==> src/rtl/pwm_bank_ctrl_if.sv <==
// rtl/pwm_bank_ctrl_if.sv - SPI byte-side bus between the SPI slave and pwm_bank_ctrl
interface pwm_bank_ctrl_if;
    logic [7:0] rx_data;
    logic       rx_valid;
    logic       frame_abort;
    logic [7:0] tx_data;
    logic       tx_load;

    modport master (
        output rx_data, rx_valid, frame_abort,
        input  tx_data, tx_load
    );

    modport slave (
        input  rx_data, rx_valid, frame_abort,
        output tx_data, tx_load
    );
endinterface

==> src/rtl/pwm_bank_ctrl.sv <==
// rtl/pwm_bank_ctrl.sv - SPI command sequencer and shadow/active register bank for PWM channels
module pwm_bank_ctrl #(
    parameter int NCH = 7,
    parameter int DW  = 16
) (
    input  logic               sys_clk,
    input  logic               rst,
    pwm_bank_ctrl_if.slave     bus,
    input  logic               cnt_wrap,
    output logic [NCH*DW-1:0]  duty_active,
    output logic [NCH-1:0]     ch_en,
    output logic               cmd_err,
    output logic               busy
);

    typedef enum logic [2:0] {IDLE, WR_HI, WR_LO, RD_HI, RD_LO} state_t;

    state_t state, state_nxt;

    logic [2:0]     cmd_ch;
    logic [1:0]     cmd_reg;
    logic           cmd_ok;
    logic [7:0]     hi_byte;
    logic [7:0]     tx_data_q;
    logic           tx_load_q;
    logic [DW-1:0]  shadow_duty [NCH];
    logic [DW-1:0]  active_duty [NCH];
    logic [NCH-1:0] shadow_en;
    logic [NCH-1:0] active_en;
    logic [NCH-1:0] pending;
    logic [6:0]     pend7;

    logic           accept, cmd_fire, wr_fire;
    logic           rx_wr, rx_err;
    logic [2:0]     rx_ch, sel_ch;
    logic [1:0]     rx_reg, sel_reg;
    logic           sel_ok;
    logic [DW-1:0]  rd_word;
    logic           unused_bits;

    assign unused_bits = ^bus.rx_data[6:5];

    assign rx_wr  = bus.rx_data[7];
    assign rx_ch  = bus.rx_data[4:2];
    assign rx_reg = bus.rx_data[1:0];
    // Reserved reg, status writes and out-of-range channels are all flagged.
    assign rx_err = (rx_reg == 2'b10)
                 || (rx_reg != 2'b11 && {1'b0, rx_ch} >= 4'(NCH))
                 || (rx_wr && rx_reg == 2'b11);

    assign accept   = bus.rx_valid && !bus.frame_abort;
    assign cmd_fire = accept && (state == IDLE);
    assign wr_fire  = accept && (state == WR_LO) && cmd_ok;

    always_ff @(posedge sys_clk) begin
        if (rst) state <= IDLE;
        else     state <= state_nxt;
    end

    always_comb begin
        state_nxt = state;
        if (bus.frame_abort) begin
            state_nxt = IDLE;
        end else if (bus.rx_valid) begin
            case (state)
                IDLE:    state_nxt = rx_wr ? WR_HI : RD_HI;
                WR_HI:   state_nxt = WR_LO;
                RD_HI:   state_nxt = RD_LO;
                default: state_nxt = IDLE;
            endcase
        end
    end

    always_comb begin
        pend7 = '0;
        pend7[NCH-1:0] = pending;
    end

    // In IDLE the incoming command selects the register; afterwards the latched one does.
    assign sel_ch  = (state == IDLE) ? rx_ch  : cmd_ch;
    assign sel_reg = (state == IDLE) ? rx_reg : cmd_reg;
    assign sel_ok  = (state == IDLE) ? !rx_err : cmd_ok;

    always_comb begin
        rd_word = '0;
        if (sel_ok) begin
            case (sel_reg)
                2'b00: begin
                    for (int i = 0; i < NCH; i++)
                        if (sel_ch == 3'(i)) rd_word = active_duty[i];
                end
                2'b01: begin
                    for (int i = 0; i < NCH; i++)
                        if (sel_ch == 3'(i)) rd_word = {{(DW-1){1'b0}}, active_en[i]};
                end
                2'b11:   rd_word = {cmd_err, 7'b0, 1'b0, pend7};
                default: rd_word = '0;
            endcase
        end
    end

    always_ff @(posedge sys_clk) begin
        if (rst) begin
            cmd_ch    <= '0;
            cmd_reg   <= '0;
            cmd_ok    <= 1'b0;
            hi_byte   <= '0;
            tx_data_q <= '0;
            tx_load_q <= 1'b0;
            cmd_err   <= 1'b0;
            shadow_en <= '0;
            active_en <= '0;
            pending   <= '0;
            for (int i = 0; i < NCH; i++) begin
                shadow_duty[i] <= '0;
                active_duty[i] <= '0;
            end
        end else begin
            tx_load_q <= 1'b0;
            if (cmd_fire) begin
                cmd_ch  <= rx_ch;
                cmd_reg <= rx_reg;
                cmd_ok  <= !rx_err;
                if (rx_err) cmd_err <= 1'b1;
                if (!rx_wr) begin
                    tx_data_q <= rd_word[15:8];
                    tx_load_q <= 1'b1;
                    if (rx_reg == 2'b11) cmd_err <= 1'b0;
                end
            end
            if (accept && state == WR_HI) hi_byte <= bus.rx_data;
            if (accept && state == RD_HI) begin
                tx_data_q <= rd_word[7:0];
                tx_load_q <= 1'b1;
            end
            // A write landing on the wrap edge stays pending until the next wrap.
            for (int i = 0; i < NCH; i++) begin
                if (wr_fire && cmd_ch == 3'(i)) begin
                    if (cmd_reg == 2'b00) shadow_duty[i] <= {hi_byte, bus.rx_data};
                    else                  shadow_en[i]   <= bus.rx_data[0];
                    pending[i] <= 1'b1;
                end else if (cnt_wrap && pending[i]) begin
                    active_duty[i] <= shadow_duty[i];
                    active_en[i]   <= shadow_en[i];
                    pending[i]     <= 1'b0;
                end
            end
        end
    end

    always_comb begin
        for (int i = 0; i < NCH; i++) duty_active[i*DW +: DW] = active_duty[i];
    end

    assign ch_en       = active_en;
    assign busy        = (state != IDLE);
    assign bus.tx_data = tx_data_q;
    assign bus.tx_load = tx_load_q;

endmodule
==> src/flat_wrapper.sv <==
// flat-port wrapper written by rule: the top's interface ports become plain ports
module pwm_bank_ctrl_flat 
#(
    parameter int NCH = 7,
    parameter int DW  = 16
)
  (sys_clk, rst, cnt_wrap, duty_active, ch_en, cmd_err, busy, bus_rx_data, bus_rx_valid, bus_frame_abort, bus_tx_data, bus_tx_load);
  pwm_bank_ctrl_if bus_i ();
  input  logic sys_clk;
  input  logic rst;
  input  logic cnt_wrap;
  output logic [NCH*DW-1:0] duty_active;
  output logic [NCH-1:0] ch_en;
  output logic cmd_err;
  output logic busy;
  input wire logic [$bits(bus_i.rx_data)-1:0] bus_rx_data;
  input wire logic [$bits(bus_i.rx_valid)-1:0] bus_rx_valid;
  input wire logic [$bits(bus_i.frame_abort)-1:0] bus_frame_abort;
  output wire logic [$bits(bus_i.tx_data)-1:0] bus_tx_data;
  output wire logic [$bits(bus_i.tx_load)-1:0] bus_tx_load;
  assign bus_i.rx_data = bus_rx_data;
  assign bus_i.rx_valid = bus_rx_valid;
  assign bus_i.frame_abort = bus_frame_abort;
  assign bus_tx_data = bus_i.tx_data;
  assign bus_tx_load = bus_i.tx_load;
  pwm_bank_ctrl #(.NCH(NCH), .DW(DW)) u_core (.sys_clk(sys_clk), .rst(rst), .bus(bus_i), .cnt_wrap(cnt_wrap), .duty_active(duty_active), .ch_en(ch_en), .cmd_err(cmd_err), .busy(busy));
endmodule
==> config.mk <==
export PLATFORM = sky130hd
export DESIGN_NAME = pwm_bank_ctrl_flat
export DESIGN_NICKNAME = d
export VERILOG_FILES = /design/src/rtl/pwm_bank_ctrl_if.sv /design/src/rtl/pwm_bank_ctrl.sv /design/src/flat_wrapper.sv
export SDC_FILE = /design/constraint.sdc
export NUM_CORES = 1
export LEC_CHECK = 0
export ABC_AREA = 1
export BUFFER_PORTS_ARGS = -buffer_cell sky130_fd_sc_hd__buf_2
export CORE_ASPECT_RATIO = 1.75
export CORE_MARGIN = 1.5
export CORE_UTILIZATION = 30
export CTS_CLUSTER_DIAMETER = 80
export CTS_CLUSTER_SIZE = 20
export DETAILED_ROUTE_END_ITERATION = 8
export SYNTH_ARGS = -nofsm -noshare
export SYNTH_HDL_FRONTEND = slang
export SYNTH_SLANG_ARGS = --single-unit
==> constraint.sdc <==
create_clock -name sys_clk -period 4.05 [get_ports sys_clk]
set_input_delay 0.2025 -clock sys_clk [delete_from_list [all_inputs] [get_ports sys_clk]]
set_output_delay 0.2025 -clock sys_clk [all_outputs]
set_load 0.05 [all_outputs]
==> run summary, run 1 <==
Setup crit start kind: input port
vias in the first global route: 8374
crit-path cells: dlygate4sd3_1 > buf_2 > inv_2 > nor2_1 > inv_2 > nor2_2 > nand4_1 > nor2_2 > inv_1 > nor2_1 > nand2_1 > nand2_1
DRT Wirelength: 38.6 mm
logic gate share of total power: 0.110
Buf/Inv on CP: 5
Port Buffers: 142
DRC: 0
Async S/R FF share, synth: 0
Die Y: 265 µm
Final Hold Fails: 0
area of the mapped netlist: 11700 µm²
Post-DP HPWL: 29.5 mm
Worst Path Arrival: 3130 ps
Leak: 5.47 nW
initial cell density of the core: 0.305
unrepaired setup endpoints after global routing: false
area share of fa/ha/maj cells after synthesis: 0
area taken by multi-input logic gates: 2940 µm²
M2 GR Usage: 0.344
Post-Synth XOR/XNOR Area: 0
layout cells sized above 1: 0.156
DRT Pass-1 Iters: 7
Finish-stage setup viols: 0
Mapped Cells: 1207
initial antenna violation count: 0
total global routing overflow: 0
Pwr Density: 409 nW/µm²
Slew Viols, Final: 0
Switch Pwr: 0.00146 W
syn_nets: 1220
Yosys top cell area share: 0.573
Wirelength per Cell: 21.1 µm
Vias: 8660
grt peak-use layer: met2
Critical Path Max Stage Delay: 640 ps
biggest regs: u_core.active_duty (112), u_core.shadow_duty (112)
Worst-Margin Slew: 845 ps
Tmin final: 2990 ps
chip width: 153 µm
worst hold path type: input port to register
Setup Skew: 18.4 ps
critical path peak fanout: 17
VDD IR max: 0.238 mV
Layout Nets: 1350
biggest area consumer among synthesized cells: edfxtp_1
average cell area after synthesis: 9.73 µm²
Clock Pin Slew Worst Setup and Hold Paths: 90 ps
clock share of power: 0.310
FMAX: 0.334 GHz
Routed Antenna Nets: 0
H-tree depth: 1
final worst-path cycle share: 0.739
maximum root-to-sink buffer count: 3
largest family of logic cells by synthesized area: simple AND/OR/NAND/NOR gates
setup TNS: 0 ps
Skew-Pair Late Insertion Delay: 510 ps
FF/Latch Area: 7690 µm²
highest-delay cell along the critical path: nand2_1
Seq pwr share: 0.580
P_int: 0.00402 W
switch share: 0.267
Slew headroom: 0.435
EDFF count, synth: 224
#FFs+latches synth: 272
grt met1 use: 0.204
top post-synthesis cells by area: edfxtp_1 (57%), nor2_1 (9.4%), dfxtp_1 (8.2%)
register area share after synthesis: 0.655
post-CTS setup buffer count: 0
mux contribution to synthesized area: 0
largest net degree at the start of global routing: 52
Crit. End Element: register
first-pass GRT wire length: 54.8 mm
MaxCap Viol Count: 0
Crit Path Class: input port to register
Top delay family on crit path: simple AND/OR/NAND/NOR gates
number of fillers in the final layout: 3941
CTS Root Cell: clkbuf_16
CP required: 4190 ps
core area: 38500 µm²
CTS tree: yes
TritonCTS Buffers: 17
GR Util All Layers: 0.187
compound-gate portion of the synthesized area: 0.0463
Primary FF master, synth: edfxtp_1
WHS: 25.1 ps
met3 Track Usage GR: 0.0181
DRT iter0 DRCs: 816
post-synth cell types: 39
PostCTS Resize Cnt: 0
Antenna diodes: 0
synthesis-to-finish area growth: 14.0%
synth warn: 0
worst slack, placed: 1150 ps
hold bufs inserted after CTS: 2
post-synthesis simple-gate area fraction: 0.204
CTS sink count: 272
Final Worst Setup Slack: 1060 ps
status: finished clean
Row Count: 95
I/O pin total: 143
area of the die: 40400 µm²
vias per cell: 4.73
post-layout util: 0.348
RD Place Congestion: 0.991
==> cell usage after synthesis (4+ instances only) <==
library cell	n
inv_1	225
nand3_1	35
nor2_2	8
nand2_1	156
a31oi_1	4
a21oi_1	36
nand3_2	5
nand4_1	37
nor2_1	293
edfxtp_1	224
o21ai_1	9
buf_6	5
buf_2	12
o21ai_0	41
clkbuf_1	16
dfxtp_1	48
nand2_2	6
inv_2	10
buf_4	5
==> worst min-delay path, delay by kind of cell <==
family,cells,cell delay (ps)
AOI/OAI and AO/OA,1,60
buffers and inverters,1,150
and+or+nand+nor,1,80
==> per-layer routing <==
metal	part of all wire	up-vias
met2	0.53	327
met3	0.047	75
li1	-	4103
met5	0	-
met1	0.36	4155
met4	0.069	0
==> metrics by stage <==
| stage | power (W) | cell area (µm²) | instances |
|---|---|---|---|
| 6_report | 0.00548 | 13400 | 1832 |
| 5_1_grt | 0.00564 | 13400 | 1832 |
| 4_1_cts | 0.00552 | 13400 | 1832 |
| 3_5_place_dp | 0.00384 | 12900 | 1801 |
| 3_3_place_gp | 0.00384 | 12900 | 1801 |
| 2_1_floorplan | 0.00362 | 11700 | 1207 |
==> power groups by stage <==
stage | clock [W] | sequential [W] | combinational, W
global placement | 0 | 0.00324 | 0.000599
floorplan | 0 | 0.00337 | 0.000256
global route | 0.00181 | 0.00319 | 0.000638
detailed placement | 0 | 0.00324 | 0.000600
finish | 0.00170 | 0.00318 | 0.000603
CTS | 0.00174 | 0.00318 | 0.000603
==> cells by family after synthesis <==
logic type | count (synthesis)
flip-flops | 272
buffers and inverters | 277
AO/OA/AOI/OAI | 101
AND/OR/NAND/NOR | 557
==> layout by cell type (no fill, tap or decap), types with 2 or more instances in the layout <==
cell	n
nand3_1	35
nand4_1	37
dfxtp_1	48
nor3_1	2
nor2_1	293
or2_1	3
a21oi_1	36
inv_1	225
dlygate4sd3_1	2
nand2_2	6
nand2_4	2
nor2_2	8
a31oi_1	4
o21bai_1	3
buf_2	142
clkbuf_1	10
o21ai_1	11
or2_0	2
edfxtp_1	224
nor2_4	2
nand4_2	3
buf_4	8
nand2_1	156
inv_2	10
clkbuf_16	17
nand3_2	5
o21ai_0	39
==> path summary, 6_finish.rpt <==
| check | slack [ps] | startpoint | endpoint | cells past startpoint |
|---|---|---|---|---|
| min reg2reg | 450 | u_core.hi_byte[7] | u_core.hi_byte[7] | 2 |
| max | 1060 | bus_rx_valid | u_core.shadow_duty[0][4] | 12 |
| max reg2reg | 1250 | u_core.state[2] | u_core.bus.tx_data[4] | 14 |
| min | 30 | bus_rx_data[3] | u_core.cmd_ch[1] | 3 |
==> area by class of cell <==
| cell class | count | share of cell area |
|---|---|---|
| sequential | 272 | 0.574 |
| multi-input combinational | 658 | 0.219 |
| inverter | 236 | 0.0665 |
| timing repair buffer | 152 | 0.0591 |
| tap | 485 | 0.0453 |
| clock buffer | 27 | 0.0346 |
| clock inverter | 2 | 0.000841 |
Note: power is estimated with default switching activity, not from simulation.
==> run 2, diff against run 1 <==
--- a/config.mk
+++ b/config.mk
@@ -5,7 +5,7 @@
 export SDC_FILE = /design/constraint.sdc
 export NUM_CORES = 1
 export LEC_CHECK = 0
-export ABC_AREA = 1
+export ABC_AREA = 0
 export BUFFER_PORTS_ARGS = -buffer_cell sky130_fd_sc_hd__buf_2
 export CORE_ASPECT_RATIO = 1.75
 export CORE_MARGIN = 1.5
==> constraint.sdc (replaced) <==
create_clock -name sys_clk -period 2.8 [get_ports sys_clk]
set_input_delay 0.14 -clock sys_clk [delete_from_list [all_inputs] [get_ports sys_clk]]
set_output_delay 0.14 -clock sys_clk [all_outputs]
set_load 0.05 [all_outputs]
==> run 2 against run 1 <==
Against the previous run: flip-flop and latch count stayed put; sequential share of layout area is 1.7 points lower; total power is 45% higher; area after synthesis hardly changed; via count is 1.7% lower; global-route usage is 2.0 points higher; sequential power is 45% higher; routed wire length is 11% higher; die area hardly changed; first-iteration DRC count is 15% lower; design area is 3.1% higher; worst setup slack worse by 850 ps; largest cell class unchanged; highest routed layer unchanged.
==> run summary, run 2 <==
status: finished clean
first-pass GRT wire length: 59.7 mm
M2 GR Usage: 0.384
Skew-Pair Late Insertion Delay: 510 ps
most frequent cells in the layout: edfxtp_1 (224), buf_2 (142), nor2_1 (130)
top post-synthesis cells by area: edfxtp_1 (57%), dfxtp_1 (8.2%), and2_1 (5.2%)
Setup crit start kind: register
switch share: 0.262
DRT iter0 DRCs: 690
syn_nets: 991
DRC: 0
grt peak-use layer: met2
Die Y: 265 µm
Setup Skew: 22.3 ps
Yosys top cell area share: 0.572
P_int: 0.00587 W
setup TNS: 0 ps
critical path peak fanout: 15
CTS Root Cell: clkbuf_16
final worst-path cycle share: 0.928
Slew Viols, Final: 0
Leak: 5.26 nW
logic gate share of total power: 0.109
GR Util All Layers: 0.207
top post-synthesis cells by count: edfxtp_1 (224), nor2_1 (130), and2_1 (98)
CTS sink count: 272
Routed Antenna Nets: 0
Crit Path Class: register to register
Clock Pin Slew Worst Setup and Hold Paths: 100 ps
#FFs+latches synth: 272
clock share of power: 0.313
RD Place Congestion: 0.984
TritonCTS Buffers: 17
chip width: 153 µm
I/O pin total: 143
Worst Path Arrival: 3020 ps
EDFF count, synth: 224
CTS tree: yes
crit path from: u_core.state[2]
Switch Pwr: 0.00208 W
worst hold path type: input port to register
H-tree depth: 1
Pwr Density: 577 nW/µm²
Wirelength per Cell: 26.1 µm
Primary FF master, synth: edfxtp_1
Final Hold Fails: 0
vias per cell: 5.20
Tmin final: 2600 ps
DRT Wirelength: 42.8 mm
synthesis-to-finish area growth: 17.4%
Post-DP HPWL: 31.9 mm
largest net degree at the start of global routing: 34
area of the die: 40400 µm²
most frequent cell after synthesis: edfxtp_1
area of the mapped netlist: 11800 µm²
Antenna diodes: 0
core area: 38500 µm²
vias in the first global route: 8489
worst r2r src: u_core.state[2]
total global routing overflow: 0
initial antenna violation count: 0
synth warn: 0
Layout Nets: 1157
layout cells sized above 1: 0.217
Worst-Margin Slew: 698 ps
biggest area consumer among synthesized cells: edfxtp_1
post-synth cell types: 65
unrepaired setup endpoints after global routing: false
average cell area after synthesis: 12.0 µm²
VDD IR max: 0.309 mV
hold path start: bus_rx_valid
biggest regs: u_core.active_duty (112), u_core.shadow_duty (112)
DRT Pass-1 Iters: 4
Crit. End Element: register
Vias: 8517
PostCTS Resize Cnt: 0
Seq pwr share: 0.578
Slew headroom: 0.533
met3 Track Usage GR: 0.0237
Async S/R FF share, synth: 0
grt met1 use: 0.216
initial cell density of the core: 0.305
number of fillers in the final layout: 3840
Port Buffers: 142
FMAX: 0.385 GHz
Worst Reg-to-Reg Cells: 7
Row Count: 95
Hold Path Depth: 3
register area share after synthesis: 0.654
Final Cell Area: 13800 µm²
DP Area: 13300 µm²
Mapped Cells: 978
maximum root-to-sink buffer count: 3
Finish-stage setup viols: 0
most common cell after layout, fill and taps aside: edfxtp_1
CP required: 3220 ps
MaxCap Viol Count: 0
[run 2: timing repair]
| action | in CTS | in global routing |
|---|---|---|
| hold buffers | 4 | 0 |
| setup buffers | 0 | 0 |
| endpoints found under the hold margin | 6 | 0 |
[run 2: routing by layer]
layer,share of wire,wire length (µm),vias to the layer above
li1,-,-,3826
met1,0.35,15000,4320
met2,0.53,22800,289
met3,0.042,1800,82
met4,0.074,3180,0
met5,0,0,-
[run 2: final timing paths]
| path | endpoint | slack, ps |
|---|---|---|
| worst max-delay path | u_core.bus.tx_data[0] | 200 |
| worst min-delay path | u_core.state[2] | 20 |
| worst max register to register | u_core.bus.tx_data[0] | 200 |
| worst min register to register | u_core.hi_byte[7] | 460 |
[run 2: worst max-delay path: stages (launching register included)]
cell and delay [ps]:
dfxtp_1 380, or4b_1 690, buf_4 250, and3_1 180, o211ai_1 350, nand4_1 220
a22o_1 220, a32o_1 210
[run 2: area by class of cell]
type,count,area [µm²],share of cell area
repair buffers,207,1220,0.0885
inverters,28,105,0.00762
clock inverters,1,8.76,0.000635
clock buffers,28,467,0.0338
multi-input cells,618,3700,0.268
well taps,485,607,0.0440
flip-flops and latches,272,7690,0.557
[run 2: power groups by stage]
stage	logic (W)	clock network, W	registers, W
2_1_floorplan	0.000333	0	0.00486
3_3_place_gp	0.000861	0	0.00469
3_5_place_dp	0.000864	0	0.00469
4_1_cts	0.000871	0.00254	0.00460
5_1_grt	0.000908	0.00268	0.00461
6_report	0.000868	0.00249	0.00460
[run 2: cells by family after synthesis]
group                  synth area share
AO/OA/AOI/OAI                    0.0901
buffers and inverters            0.0309
flip-flops                        0.654
multiplexers                     0.0340
AND/OR/NAND/NOR                   0.191
[run 2: through the flow]
step | setup WS, ps | power [W] | hold WS (ps) | cells | utilization
after detailed placement | 261 | 0.00556 | 406 | 1606 | 0.345
after floorplan | 324 | 0.00519 | 217 | 978 | -
after CTS | 239 | 0.00801 | 0.783 | 1639 | 0.358
final | 203 | 0.00795 | 16.8 | 1639 | 0.358
after global routing | 67.4 | 0.00819 | 46.0 | 1639 | 0.358
after global placement | 247 | 0.00555 | 394 | 1606 | 0.345
==> run 3, diff against run 2 <==
--- a/config.mk
+++ b/config.mk
@@ -10,6 +10,7 @@
 export CORE_ASPECT_RATIO = 1.75
 export CORE_MARGIN = 1.5
 export CORE_UTILIZATION = 30
+export CTS_BUF_LIST = sky130_fd_sc_hd__clkbuf_4 sky130_fd_sc_hd__clkbuf_8 sky130_fd_sc_hd__clkbuf_16
 export CTS_CLUSTER_DIAMETER = 80
 export CTS_CLUSTER_SIZE = 20
 export DETAILED_ROUTE_END_ITERATION = 8
==> run 3 against run 2 <==
Against the previous run: critical path depth stayed put; clock skew is 1.2 ps higher; sequential share of layout area is 0.17 points lower; sequential power hardly changed; combinational power is essentially flat; critical path type unchanged; largest power group unchanged; highest routed layer unchanged.
==> run summary, run 3 (synthesis gave the netlist of run 2 again) <==
core area: 38500 µm²
CTS Root Cell: clkbuf_16
crit-path cells: or4b_1 > buf_4 > and3_1 > o211ai_1 > nand4_1 > a22o_1 > a32o_1
vias in the first global route: 8488
initial cell density of the core: 0.305
MaxCap Viol Count: 0
Finish-stage setup viols: 0
GR Util All Layers: 0.207
CP required: 3220 ps
Setup crit start kind: register
Final Cell Area: 13800 µm²
highest-delay cell along the critical path: or4b_1
Tot Pwr: 0.00806 W
I/O pin total: 143
Row Count: 95
Leak: 5.30 nW
chip width: 153 µm
unrepaired setup endpoints after global routing: false
critical path peak fanout: 15
Skew-Pair Late Insertion Delay: 510 ps
RD Place Congestion: 0.984
Routed Antenna Nets: 0
DRC: 0
biggest regs: u_core.active_duty (112), u_core.shadow_duty (112)
Crit. End Element: register
FMAX: 0.384 GHz
WHS: 17.1 ps
area of the die: 40400 µm²
Buf/Inv on CP: 1
Crit Path Class: register to register
Layout Nets: 1157
R2R Setup Slk: 200 ps
setup TNS: 0 ps
Post-DP HPWL: 31.9 mm
CTS sink count: 272
Worst Path Arrival: 3020 ps
DP Area: 13300 µm²
Pwr Density: 583 nW/µm²
Slew headroom: 0.512
first-pass GRT wire length: 59.7 mm
DRT Pass-1 Iters: 5
most common cell after layout, fill and taps aside: edfxtp_1
Antenna diodes: 0
Port Buffers: 142
Worst-Margin Slew: 729 ps
vias per cell: 5.22
synthesis-to-finish area growth: 17.8%
Clock Pin Slew Worst Setup and Hold Paths: 100 ps
Final Hold Fails: 0
Vias: 8554
most frequent cells in the layout: edfxtp_1 (224), buf_2 (142), nor2_1 (130)
final worst-path cycle share: 0.929
DRT iter0 DRCs: 651
DRT Wirelength: 42.7 mm
TritonCTS Buffers: 17
H-tree depth: 1
status: finished clean
Slew Viols, Final: 0
layout cells sized above 1: 0.226
total global routing overflow: 0
worst hold path type: input port to register
Setup Skew: 23.5 ps
PostCTS Resize Cnt: 0
CTS tree: yes
Wirelength per Cell: 26.1 µm
initial antenna violation count: 0
maximum root-to-sink buffer count: 3
largest net degree at the start of global routing: 34
Critical Path Max Stage Delay: 690 ps
Top delay family on crit path: simple AND/OR/NAND/NOR gates
Die Y: 265 µm
Tmin final: 2600 ps
VDD IR max: 0.306 mV
## run 3: cell count changes in the layout (fill, tap and decap cells not counted)
cell,before,now
clkbuf_4,0,11
clkbuf_1,11,0
## run 3: per-stage QoR
| step | std cells | setup WS, ps | utilization |
|---|---|---|---|
| floorplan | 978 | 324 | - |
| finish | 1639 | 198 | 0.359 |
| CTS | 1639 | 238 | 0.359 |
| global placement | 1606 | 247 | 0.345 |
| detailed placement | 1606 | 261 | 0.345 |
| global route | 1639 | 66.6 | 0.359 |
## run 3: worst paths after layout
kind | from | to | depth (start not counted)
min reg2reg | u_core.hi_byte[7] | u_core.hi_byte[7] | 2
max reg2reg | u_core.state[2] | u_core.bus.tx_data[0] | 7
max | u_core.state[2] | u_core.bus.tx_data[0] | 7
min | bus_rx_valid | u_core.state[0] | 3
## run 3: worst min-delay path: cells and delay by family
kind                   cells  cell delay [ps]
buffers and inverters      1              140
muxes                      1              150
and+or+nand+nor            1               60
## run 3: layout make-up
class / count / area (µm²)
fillers: 3830 / 24700
flip-flops and latches: 272 / 7690
multi-input cells: 618 / 3700
repair buffers: 207 / 1220
well taps: 485 / 607
clock buffers: 28 / 508
inverters: 28 / 105
clock inverters: 1 / 8.76
## run 3: power breakdown
part | internal [W] | total, W | switching (W)
Clock | 0.00126 | 0.00259 | 0.00133
Sequential | 0.00449 | 0.00460 | 0.000105
Combinational | 0.000222 | 0.000868 | 0.000646
Total | 0.00598 | 0.00806 | 0.00208
## run 3: timing repair
action | in CTS | in global routing
hold buffers | 4 | 0
endpoints found under the setup margin | 0 | 0
setup buffers | 0 | 0
hold endpoints to repair | 6 | 0
## run 3: routing by layer
| layer | GRT usage | part of all wire | vias up |
|---|---|---|---|
| met3 | 0.0235 | 0.042 | 91 |
| li1 | - | - | 3828 |
| met5 | 0 | 0 | - |
| met1 | 0.216 | 0.35 | 4328 |
| met2 | 0.384 | 0.53 | 307 |
| met4 | 0.144 | 0.077 | 0 |
